File: src/rtl/ring_fifo.sv
// Single-clock circular-buffer FIFO with registered read data, registered
// occupancy flags and one-cycle overflow/underflow error pulses.
module ring_fifo #(
    parameter int unsigned FIFO_SIZE          = 8,
    parameter int unsigned DATA_WIDTH         = 32,
    parameter int unsigned ALMOST_FULL_LEVEL  = FIFO_SIZE - 1,
    parameter int unsigned ALMOST_EMPTY_LEVEL = 1
) (
    input  logic                               clk,
    input  logic                               clear,
    input  logic                               flush,
    input  logic                               push,
    input  logic [DATA_WIDTH-1:0]              in_data,
    input  logic                               pop,
    output logic [DATA_WIDTH-1:0]              out_data,
    output logic                               out_valid,
    output logic [$clog2(FIFO_SIZE + 1)-1:0]   data_count,
    output logic                               full,
    output logic                               empty,
    output logic                               almost_full,
    output logic                               almost_empty,
    output logic                               overflow,
    output logic                               underflow
);

    localparam int unsigned CW = $clog2(FIFO_SIZE + 1);
    localparam int unsigned PW = $clog2(FIFO_SIZE);

    localparam logic [PW-1:0] LAST_PTR  = PW'(FIFO_SIZE - 1);
    localparam logic [CW-1:0] FULL_CNT  = CW'(FIFO_SIZE);
    localparam bit            AF_NEVER  = (ALMOST_FULL_LEVEL > FIFO_SIZE);
    localparam logic [CW-1:0] AF_CNT    = CW'(AF_NEVER ? FIFO_SIZE : ALMOST_FULL_LEVEL);
    localparam logic [CW-1:0] AE_CNT    =
        CW'((ALMOST_EMPTY_LEVEL > FIFO_SIZE) ? FIFO_SIZE : ALMOST_EMPTY_LEVEL);
    localparam bit            AF_AT_RST = (ALMOST_FULL_LEVEL == 0);

    logic [DATA_WIDTH-1:0] mem_q [FIFO_SIZE];

    logic [PW-1:0]         wr_ptr_q,       wr_ptr_d;
    logic [PW-1:0]         rd_ptr_q,       rd_ptr_d;
    logic [CW-1:0]         count_q,        count_d;
    logic                  full_q,         full_d;
    logic                  empty_q,        empty_d;
    logic                  almost_full_q,  almost_full_d;
    logic                  almost_empty_q, almost_empty_d;
    logic [DATA_WIDTH-1:0] out_data_q,     out_data_d;
    logic                  out_valid_q,    out_valid_d;
    logic                  overflow_q,     overflow_d;
    logic                  underflow_q,    underflow_d;

    logic                  push_ok_c;
    logic                  pop_ok_c;

    function automatic logic [PW-1:0] ptr_inc(input logic [PW-1:0] p);
        return (p == LAST_PTR) ? '0 : p + PW'(1);
    endfunction

    // A pop frees a slot in the same cycle, so a push into a full FIFO is
    // accepted alongside it; flush overrides both strobes.
    always_comb begin
        pop_ok_c       = pop && !flush && !empty_q;
        push_ok_c      = push && !flush && (!full_q || pop_ok_c);

        wr_ptr_d       = wr_ptr_q;
        rd_ptr_d       = rd_ptr_q;
        count_d        = count_q;
        out_data_d     = out_data_q;
        out_valid_d    = pop_ok_c;
        overflow_d     = push && !flush && full_q && !pop_ok_c;
        underflow_d    = pop && !flush && empty_q;

        if (flush) begin
            wr_ptr_d = '0;
            rd_ptr_d = '0;
            count_d  = '0;
        end else begin
            if (pop_ok_c) begin
                out_data_d = mem_q[rd_ptr_q];
                rd_ptr_d   = ptr_inc(rd_ptr_q);
            end
            if (push_ok_c) begin
                wr_ptr_d = ptr_inc(wr_ptr_q);
            end
            if (push_ok_c && !pop_ok_c) begin
                count_d = count_q + CW'(1);
            end else if (pop_ok_c && !push_ok_c) begin
                count_d = count_q - CW'(1);
            end
        end

        full_d         = (count_d == FULL_CNT);
        empty_d        = (count_d == '0);
        almost_full_d  = !AF_NEVER && (count_d >= AF_CNT);
        almost_empty_d = (count_d <= AE_CNT);
    end

    always_ff @(posedge clk or posedge clear) begin
        if (clear) begin
            wr_ptr_q       <= '0;
            rd_ptr_q       <= '0;
            count_q        <= '0;
            full_q         <= 1'b0;
            empty_q        <= 1'b1;
            almost_full_q  <= AF_AT_RST;
            almost_empty_q <= 1'b1;
            out_data_q     <= '0;
            out_valid_q    <= 1'b0;
            overflow_q     <= 1'b0;
            underflow_q    <= 1'b0;
        end else begin
            wr_ptr_q       <= wr_ptr_d;
            rd_ptr_q       <= rd_ptr_d;
            count_q        <= count_d;
            full_q         <= full_d;
            empty_q        <= empty_d;
            almost_full_q  <= almost_full_d;
            almost_empty_q <= almost_empty_d;
            out_data_q     <= out_data_d;
            out_valid_q    <= out_valid_d;
            overflow_q     <= overflow_d;
            underflow_q    <= underflow_d;
        end
    end

    // Storage has no reset: a slot is only read after it has been written.
    always_ff @(posedge clk) begin
        if (push_ok_c) begin
            mem_q[wr_ptr_q] <= in_data;
        end
    end

    assign out_data     = out_data_q;
    assign out_valid    = out_valid_q;
    assign data_count   = count_q;
    assign full         = full_q;
    assign empty        = empty_q;
    assign almost_full  = almost_full_q;
    assign almost_empty = almost_empty_q;
    assign overflow     = overflow_q;
    assign underflow    = underflow_q;

endmodule

File: config.mk
export PLATFORM = sky130hd
export DESIGN_NAME = ring_fifo
export DESIGN_NICKNAME = d
export VERILOG_FILES = /design/src/rtl/ring_fifo.sv
export SDC_FILE = /design/constraint.sdc
export NUM_CORES = 1
export LEC_CHECK = 0
export BUFFER_PORTS_ARGS = -buffer_cell sky130_fd_sc_hd__buf_2
export CAP_MARGIN = 20
export CORE_MARGIN = 2
export CORE_UTILIZATION = 45
export CTS_CLUSTER_SIZE = 25
export DETAILED_ROUTE_END_ITERATION = 12
export GPL_ROUTABILITY_DRIVEN = 0
export HOLD_SLACK_MARGIN = 0.03
export PLACE_DENSITY = 0.73
export SLEW_MARGIN = 20
export SYNTH_ARGS = -nofsm -noshare
export SYNTH_HDL_FRONTEND = slang
export SYNTH_SLANG_ARGS = --single-unit
File: constraint.sdc
create_clock -name clk -period 7.8 [get_ports clk]
set_input_delay 1.56 -clock clk [delete_from_list [all_inputs] [get_ports clk]]
set_output_delay 1.56 -clock clk [all_outputs]
set_load 0.02 [all_outputs]
==> out/qor.csv, run 1 <==
stage;metric;value;unit
drt;Via-to-Cell Ratio;5.39;
cells_and_area;commonest cells after routing, fill and taps aside;edfxtp_1 (256), buf_2 (79), mux4_2 (64), dfrtp_1 (44), nand2_1 (42);
drt;Routed WL;21400;µm
clock_tree;Setup Buffers After CTS;0;
grt;pin count of the biggest net entering global routing;70;
synthesis;syn avg cell area;20.3;µm²
power_and_ir_drop;Psw;891;µW
synthesis;cell area after synthesis;11600;µm²
grt;first-pass GRT wire length;33300;µm
cells_and_area;most common cell after layout, fill and taps aside;edfxtp_1;
grt;vias in the first global route;5857;
cells_and_area;nets@finish;708;
critical_path;Worst setup SP type;primary input;
floorplan;Die W;164;µm
synthesis;Gate Count Post-Synth;570;
power_and_ir_drop;clock share of power;36.0;%
synthesis;register area share after synthesis;77.0;%
drt;number of DRC markers in iteration 0;477;
clock_tree;cts repair resizes;0;
critical_path;Critical Path RT;7940;ps
placed_design;Post-Place Worst Slack;3840;ps
synthesis;synth top area cells;edfxtp_1 (66%), mux4_2 (12%), dfrtp_1 (10%);
placed_design;IO buf count;79;
sta;ratio of final minimum period to clock period;42.7;%
clock_tree;CTS Sinks;305;
clock_tree;Root Buffer;clkbuf_16;
power_and_ir_drop;Pleak;0.00455;µW
synthesis;post-synth top area share;66.4;%
sta;Fin Setup TNS;0;ps
critical_path;CP arrival;3470;ps
sta;relative slew slack;28.2;%
critical_path;type of the worst setup path;primary input to flip-flop;
floorplan;core area;25300;µm²
critical_path;Crit Path Max Fanout;32;
sta;fin worst setup slack;4470;ps
clock_tree;Clock transition at path regs;60;ps
run_status;run status;completed;
synthesis;number of synthesized flops with an enable pin;256;
sta;Fmax;0.300;GHz
sta;fin. max-slew vios;0;
clock_tree;htree depth;1;
run;Max-cap violations;0;
synthesis;fraction of registers with async set/reset;16.1;%
floorplan;IO Pins;80;
power_and_ir_drop;switching part of the total;24.1;%
clock_tree;Num CTS Buffers;29;
critical_path;critical path capture point type;flip-flop;
synthesis;Distinct cells, synth;39;
sta;setup violators final;0;
clock_tree;cts hold-fix bufs;0;
grt;Overflow after GRT;0;
hold_path;min-delay worst type;flip-flop to flip-flop;
sta;slew of the pin with the lowest slew margin;1070;ps
power_and_ir_drop;Comb pwr share;11.7;%
synthesis;Synth Net Count;613;
cells_and_area;layout overhead on the synthesized area;15.6;%
power_and_ir_drop;Pwr Density;277;nW/µm²
power_and_ir_drop;sequential share of power;52.3;%
sta;RSZ-0062 raised after global routing;false;
floorplan;Initial Util;45.9;%
sta;final hold viol count;0;
sta;Layout Skew;12.0;ps
clock_tree;Max clock buf depth;3;
floorplan;full die area;27000;µm²
placed_design;hpwl dp;12000;µm
synthesis;Seq cells post-synth;305;
drt;drc violations;0;
drt;vias;5486;
grt;initial antenna violation count;4;
grt;Tot GR Track Use;16.3;%
critical_path;r2r worst-path depth;4;
drt;Pre-Repair DR Iteration Count;4;
cells_and_area;share of cells above drive strength 1;32.0;%
power_and_ir_drop;Peak VDD IR;0.197;mV
drt;Avg WL per Cell;21.0;µm
floorplan;Die Span Y;164;µm
hold_path;WHS Path Cells;2;
synthesis;yosys warns;0;
clock_tree;worst skew pair latency;530;ps
drt;count of antenna-violating nets left after detailed routing;0;
sta;fin crit period;3330;ps
synthesis;cell taking the most area after synthesis;edfxtp_1;
floorplan;num rows;58;
power_and_ir_drop;Cell Int Power;2810;µW
clock_tree;TritonCTS clock tree;built;
synthesis;Primary FF master, synth;edfxtp_1;
-- path summary, 6_finish.rpt --
| path | start | end | slack [ps] |
|---|---|---|---|
| worst min-delay path | out_data[14]$_DFFE_PP0P_ | out_data[14]$_DFFE_PP0P_ | 480 |
| worst max-delay path | flush | mem_q[5][15]$_DFFE_PP_ | 4470 |
| worst max register to register | rd_ptr_q[0]$_DFFE_PP0P_ | out_data[27]$_DFFE_PP0P_ | 5160 |
| worst min register to register | out_data[14]$_DFFE_PP0P_ | out_data[14]$_DFFE_PP0P_ | 480 |
| min in group asynchronous | clear | out_data[3]$_DFFE_PP0P_ | 1230 |
| max in group asynchronous | clear | rd_ptr_q[0]$_DFFE_PP0P_ | 6070 |
-- sequential cells by signal (all words and copies together) (netlist names), 3 cells and up --
| register | count |
|---|---|
| mem_q | 256 |
| out_data | 32 |
| data_count | 4 |
| rd_ptr_q | 3 |
| wr_ptr_q | 3 |
-- cell families (layout without fill, tap and decap cells) --
logic type | count (synthesis) | after routing | share of synthesized area (%)
flip-flops | 305 | 305 | 77.0
other | 0 | 1 | 0
buffers and inverters | 32 | 149 | 1.12
multiplexers | 98 | 98 | 15.4
adder cells (fa/ha/maj) | 6 | 6 | 0.648
AO/OA/AOI/OAI | 46 | 46 | 2.18
XOR/XNOR | 1 | 1 | 0.0756
AND/OR/NAND/NOR | 82 | 82 | 3.54
-- final cells by class --
type	count	area, µm²
multi-input cells	233	2580
diodes	1	2.50
fillers	1985	11900
clock inverters	11	88.8
inverters	5	18.8
well taps	330	413
repair buffers	91	526
clock buffers	42	835
flip-flops and latches	305	8920
-- power by group through the flow --
stage | sequential [µW] | clock (µW) | combinational (µW)
2_1_floorplan | 2070 | 0 | 179
3_3_place_gp | 1970 | 0 | 433
3_5_place_dp | 1970 | 0 | 442
4_1_cts | 1940 | 1360 | 444
5_1_grt | 1950 | 1430 | 482
6_report | 1940 | 1330 | 435
-- per-stage QoR --
step                hold WS (ps)  total power (µW)  cells  util [%]  cell area, µm²
global route                 509              3860   1017      53.0           13400
finish                       478              3700   1018      53.0           13400
global placement             462              2400    962      49.1           12400
CTS                          486              3750   1015      52.8           13300
floorplan                    570              2250    570         -           11600
detailed placement           471              2410    962      49.1           12400
-- worst max-delay path: stages --
cell,delay (ps)
buf_2,190
nand2b_1,260
a21oi_1,250
nand2_1,270
nor2_4,890
-- cell usage after synthesis, types with 5 or more instances --
cell      number
buf_2          8
clkbuf_1      15
dfrtp_1       47
edfxtp_1     256
ha_1           6
inv_1          5
mux2i_1       32
mux4_2        64
nand2_1       42
nand2b_1       7
nor2_1         9
nor3_1         7
o21ai_0       33
-- routing by layer --
metal	up-vias	wire, µm	track usage, %
li1	2476	-	-
met1	2824	9140	22.8
met2	147	10600	26.8
met3	33	1340	3.16
met4	6	339	3.68
met5	-	44	0
Note: power is estimated with default switching activity, not from simulation.
==> run 2, diff against run 1 <==
==> constraint.sdc (replaced) <==
create_clock -name clk -period 3.2 [get_ports clk]
set_input_delay 0.64 -clock clk [delete_from_list [all_inputs] [get_ports clk]]
set_output_delay 0.64 -clock clk [all_outputs]
set_load 0.02 [all_outputs]
==> out/qor.csv, run 2 (same netlist as run 1, synthesis figures left out) <==
stage;metric;value;unit;change
drt;number of DRC markers in iteration 0;468;;-1.9%
critical_path;type of the worst setup path;flip-flop to flip-flop;;
clock_tree;Setup Buffers After CTS;0;;unchanged
sta;ratio of final minimum period to clock period;69.0;%;
sta;RSZ-0062 raised after global routing;false;;
clock_tree;Root Buffer;clkbuf_16;;
grt;Tot GR Track Use;16.1;%;-0.11 points
sta;slew of the pin with the lowest slew margin;734;ps;-341 ps
cells_and_area;post-route cell area;13500;µm²;+0.63%
grt;pin count of the biggest net entering global routing;41;;-41%
sta;fin crit period;2210;ps;
cells_and_area;Filler cells;1947;;-1.9%
cells_and_area;share of cells above drive strength 1;32.4;%;+0.40 points
drt;Via-to-Cell Ratio;5.42;;+0.53%
grt;vias in the first global route;5836;;-0.36%
drt;Avg WL per Cell;20.6;µm;-1.9%
drt;vias;5553;;+1.2%
drt;Pre-Repair DR Iteration Count;5;;+1
sta;Fin Setup TNS;0;ps;unchanged
floorplan;Die Span Y;164;µm;unchanged
clock_tree;Clock transition at path regs;60;ps;about the same
grt;Overflow after GRT;0;;unchanged
critical_path;CP arrival;2590;ps;-880 ps
floorplan;full die area;27000;µm²;unchanged
drt;count of antenna-violating nets left after detailed routing;0;;unchanged
clock_tree;Num CTS Buffers;28;;-3.4%
placed_design;IO buf count;79;;unchanged
run;Max-cap violations;0;;unchanged
power_and_ir_drop;Pleak;0.00459;µW;+0.89%
floorplan;Initial Util;45.9;%;unchanged
clock_tree;cts hold-fix bufs;1;;+1
sta;Layout Skew;9.11;ps;-2.94 ps
sta;Fmax;0.453;GHz;
clock_tree;cts repair resizes;0;;unchanged
placed_design;Post-Place Worst Slack;545;ps;-3300 ps
floorplan;core area;25300;µm²;unchanged
clock_tree;worst skew pair latency;520;ps;about the same
cells_and_area;layout overhead on the synthesized area;16.4;%;
sta;relative slew slack;51.1;%;+23 points
critical_path;critical path capture point type;flip-flop;;
cells_and_area;commonest cells after routing, fill and taps aside;edfxtp_1 (256), buf_2 (79), mux4_2 (64), dfrtp_1 (44), nand2_1 (42);;
clock_tree;Max clock buf depth;3;;unchanged
clock_tree;TritonCTS clock tree;built;;
drt;Routed WL;21100;µm;-1.3%
cells_and_area;max reg flops;256;;unchanged
grt;first-pass GRT wire length;33000;µm;-0.77%
run_status;run status;completed;;
cells_and_area;most common cell after layout, fill and taps aside;edfxtp_1;;
clock_tree;htree depth;1;;unchanged
cells_and_area;Core Util, Final;53.4;%;+0.33 points
drt;drc violations;0;;unchanged
power_and_ir_drop;Peak VDD IR;0.355;mV;+80%
cells_and_area;Reg with most FFs;mem_q;;
cells_and_area;nets@finish;715;;+0.99%
sta;fin worst setup slack;993;ps;-3480 ps
grt;initial antenna violation count;2;;-2
power_and_ir_drop;Pwr Density;671;nW/µm²;+140%
sta;final hold viol count;0;;unchanged
clock_tree;CTS Sinks;305;;unchanged
critical_path;Worst setup SP type;flip-flop;;
critical_path;Crit Path Max Fanout;24;;-25%
hold_path;min-delay worst type;primary input to flip-flop;;
sta;fin. max-slew vios;0;;unchanged
floorplan;IO Pins;80;;unchanged
critical_path;Critical Path RT;3580;ps;-4360 ps
placed_design;hpwl dp;13000;µm;+7.7%
sta;setup violators final;0;;unchanged
floorplan;Die W;164;µm;unchanged
floorplan;num rows;58;;unchanged
placed_design;placed cell area;12500;µm²;+1.0%
[run 2: per-stage QoR]
step,total power [µW],hold WS [ps],cells
3_5_place_dp,5900,465,971
6_report,9040,388,1025
2_1_floorplan,5470,570,570
4_1_cts,9140,370,1024
3_3_place_gp,5860,460,971
5_1_grt,9390,382,1024
[run 2: path summary, 6_finish.rpt]
| kind | from | end | slack (ps) | cells past startpoint |
|---|---|---|---|---|
| min | in_data[17] | mem_q[3][17]$_DFFE_PP_ | 390 | 1 |
| max in group asynchronous | clear | rd_ptr_q[0]$_DFFE_PP0P_ | 2030 | 4 |
| min reg2reg | out_data[12]$_DFFE_PP0P_ | out_data[12]$_DFFE_PP0P_ | 470 | 2 |
| max | rd_ptr_q[0]$_DFFE_PP0P_ | out_data[10]$_DFFE_PP0P_ | 990 | 4 |
| min in group asynchronous | clear | almost_full$_DFF_PP0_ | 570 | 3 |
| max reg2reg | rd_ptr_q[0]$_DFFE_PP0P_ | out_data[10]$_DFFE_PP0P_ | 990 | 4 |
[run 2: routing by layer]
metal / track usage [%] / vias to the layer above / wire length [µm]
li1: - / 2493 / -
met1: 22.2 / 2876 / 9020
met2: 27.1 / 157 / 10500
met3: 2.79 / 25 / 1310
met4: 4.07 / 2 / 319
met5: 0 / - / 13
[run 2: final cells by class]
class / instances / area [µm²] / area share, %
antenna: 1 / 2.50 / 0.0186
timing repair buffer: 99 / 598 / 4.44
tap: 330 / 413 / 3.06
multi-input combinational: 233 / 2600 / 19.3
sequential: 305 / 8920 / 66.2
clock buffer: 38 / 800 / 5.93
inverter: 5 / 18.8 / 0.139
clock inverter: 14 / 123 / 0.910
[run 2: power by group]
group	leakage [µW]	internal, µW	total (µW)	switching, µW
clock network	0.000447	1910	3230	1330
registers	0.00293	4570	4730	155
logic	0.00121	408	1080	670
total	0.00459	6890	9040	2150
[run 2: worst max-delay path, stage by stage (launching register included)]
cell and delay (ps):
dfrtp_4 750, buf_4 450, mux4_2 550, mux2i_1 200
o21ai_0 110
==> run 3, diff against run 2 <==
--- a/config.mk
+++ b/config.mk
@@ -13,7 +13,7 @@
 export DETAILED_ROUTE_END_ITERATION = 12
 export GPL_ROUTABILITY_DRIVEN = 0
 export HOLD_SLACK_MARGIN = 0.03
-export PLACE_DENSITY = 0.73
+export PLACE_DENSITY = 0.76
 export SLEW_MARGIN = 20
 export SYNTH_ARGS = -nofsm -noshare
 export SYNTH_HDL_FRONTEND = slang
==> constraint.sdc (replaced) <==
create_clock -name clk -period 1.9 [get_ports clk]
set_input_delay 0.38 -clock clk [delete_from_list [all_inputs] [get_ports clk]]
set_output_delay 0.38 -clock clk [all_outputs]
set_load 0.02 [all_outputs]
==> out/qor.csv, run 3 (same netlist as run 1, synthesis figures left out) <==
stage;metric;value;unit;change
drt;Routed WL;22800;µm;+7.8%
critical_path;r2r setup slk;60;ps;-930 ps
sta;fin. max-slew vios;0;;unchanged
drt;Via-to-Cell Ratio;5.53;;+2.0%
floorplan;Initial Util;45.9;%;unchanged
clock_tree;Num CTS Buffers;28;;unchanged
floorplan;num rows;58;;unchanged
critical_path;CP max stage cell;or4_4;;
critical_path;type of the worst setup path;flip-flop to flip-flop;;
cells_and_area;layout overhead on the synthesized area;20.2;%;
cells_and_area;Filler cells;1850;;-5.0%
critical_path;Critical Path RT;2360;ps;-1220 ps
drt;Avg WL per Cell;21.9;µm;+6.2%
sta;Layout Skew;9.00;ps;-0.112 ps
power_and_ir_drop;Pwr Density;1130;nW/µm²;+69%
grt;initial antenna violation count;6;;+4
critical_path;CP top delay family;simple AND/OR/NAND/NOR gates;;
floorplan;IO Pins;80;;unchanged
floorplan;core area;25300;µm²;unchanged
power_and_ir_drop;Pwr Total;15800;µW;+75%
clock_tree;Max clock buf depth;3;;unchanged
clock_tree;worst skew pair latency;540;ps;+20 ps
cells_and_area;share of cells above drive strength 1;36.2;%;+3.7 points
cells_and_area;Sequential Area;8930;µm²;about the same
run;Max-cap violations;0;;unchanged
cells_and_area;commonest cells after routing, fill and taps aside;edfxtp_1 (256), buf_2 (79), mux4_2 (64), nand2_1 (41), dfrtp_1 (41);;
cells_and_area;multi-input logic area;2700;µm²;+4.0%
critical_path;worst stage delay on the critical path;520;ps;-230 ps
critical_path;CP arrival;2300;ps;-290 ps
sta;setup violators final;0;;unchanged
critical_path;Crit Path Max Fanout;4;;-83%
clock_tree;TritonCTS clock tree;built;;
grt;vias in the first global route;6152;;+5.4%
placed_design;hpwl dp;13800;µm;+6.4%
critical_path;crit path cell chain;inv_4, ha_4, or4_4, a31oi_4, o21ai_4, nor3b_2;;
grt;first-pass GRT wire length;35900;µm;+8.7%
floorplan;Die W;164;µm;unchanged
drt;count of antenna-violating nets left after detailed routing;0;;unchanged
sta;Fmax;0.544;GHz;+20%
clock_tree;htree depth;1;;unchanged
clock_tree;Root Buffer;clkbuf_16;;
drt;vias;5746;;+3.5%
grt;pin count of the biggest net entering global routing;47;;+15%
sta;fin crit period;1840;ps;-367 ps
hold_path;min-delay worst type;primary input to flip-flop;;
power_and_ir_drop;Peak VDD IR;0.537;mV;+51%
drt;Pre-Repair DR Iteration Count;6;;+1
cells_and_area;max reg flops;256;;unchanged
critical_path;critical path capture point type;flip-flop;;
sta;Fin Setup TNS;0;ps;unchanged
cells_and_area;Cell Count, Final, Fillers Out;1040;;+1.5%
drt;drc violations;0;;unchanged
critical_path;Buf/Inv on CP;1;;unchanged
sta;relative slew slack;63.8;%;+13 points
power_and_ir_drop;Pleak;0.00476;µW;+3.8%
placed_design;placed cells;986;;+1.5%
grt;Tot GR Track Use;17.6;%;+1.4 points
floorplan;Die Span Y;164;µm;unchanged
grt;Overflow after GRT;0;;unchanged
drt;number of DRC markers in iteration 0;511;;+9.2%
sta;ratio of final minimum period to clock period;96.8;%;+28 points
placed_design;IO buf count;79;;unchanged
floorplan;full die area;27000;µm²;unchanged
sta;slew of the pin with the lowest slew margin;541;ps;-192 ps
clock_tree;Clock transition at path regs;60;ps;about the same
critical_path;Worst setup SP type;flip-flop;;
sta;final hold viol count;0;;unchanged
clock_tree;CTS Sinks;305;;unchanged
clock_tree;Setup Buffers After CTS;0;;unchanged
run_status;run status;completed;;
cells_and_area;most common cell after layout, fill and taps aside;edfxtp_1;;
cells_and_area;nets@finish;730;;+2.1%
cells_and_area;Reg with most FFs;mem_q;;
==> run 3: changes by cell type in the layout (fill, tap and decap cells not counted), sizes merged <==
cell      previous run  this run
buf                 98       113
bufinv               2         5
clkinv               9         7
clkinvlp             3         1
clkbuf              38        37
diode                1         2
inv                  5         6
==> run 3: final cells by class <==
cell class              instances  share of cell area, %
clock inverters                14                   1.42
repair buffers                114                   6.36
clock buffers                  37                   5.53
multi-input cells             233                   19.4
well taps                     330                   2.97
flip-flops and latches        305                   64.1
diodes                          2                 0.0360
inverters                       5                  0.153
==> run 3: metal layers <==
| layer | track usage [%] | share of wire [%] | up-vias |
|---|---|---|---|
| li1 | - | - | 2520 |
| met1 | 24.9 | 43 | 2993 |
| met2 | 28.1 | 49 | 181 |
| met3 | 3.69 | 6.5 | 44 |
| met4 | 4.82 | 2.1 | 8 |
| met5 | 0 | 0.19 | - |
==> run 3: timing repair <==
action | 4_1_cts | 5_1_grt
hold endpoints to repair | 16 | 0
pin swaps | 2 | 4
setup endpoints to repair | 1 | 72
gates resized for setup | 2 | 8
hold buffers | 1 | 0
==> run 3: final timing paths <==
path / start / to / cells after the start
max: data_count[0]$_DFF_PP0_ / full$_DFF_PP0_ / 6
min reg2reg: out_data[5]$_DFFE_PP0P_ / out_data[5]$_DFFE_PP0P_ / 2
max reg2reg: data_count[0]$_DFF_PP0_ / full$_DFF_PP0_ / 6
max in group asynchronous: clear / out_data[22]$_DFFE_PP0P_ / 4
min in group asynchronous: clear / overflow$_DFF_PP0_ / 3
min: flush / data_count[1]$_DFF_PP0_ / 2
==> run 3: through the flow <==
step	hold slack, ps	setup slack (ps)	utilization (%)	area, µm²
2_1_floorplan	479	-445	-	11700
3_3_place_gp	399	-23.2	51.0	12900
3_5_place_dp	411	-81.4	51.0	12900
4_1_cts	79.1	4.84	54.9	13900
5_1_grt	92.8	-2.62	55.1	13900
6_report	104	60.2	55.1	13900
==> run 3: power breakdown <==
group | leakage (µW) | internal, µW | switching (µW) | total, µW
logic | 0.00136 | 762 | 1240 | 2000
registers | 0.00293 | 7700 | 238 | 7940
clock network | 0.000477 | 3520 | 2320 | 5840
total | 0.00476 | 12000 | 3790 | 15800
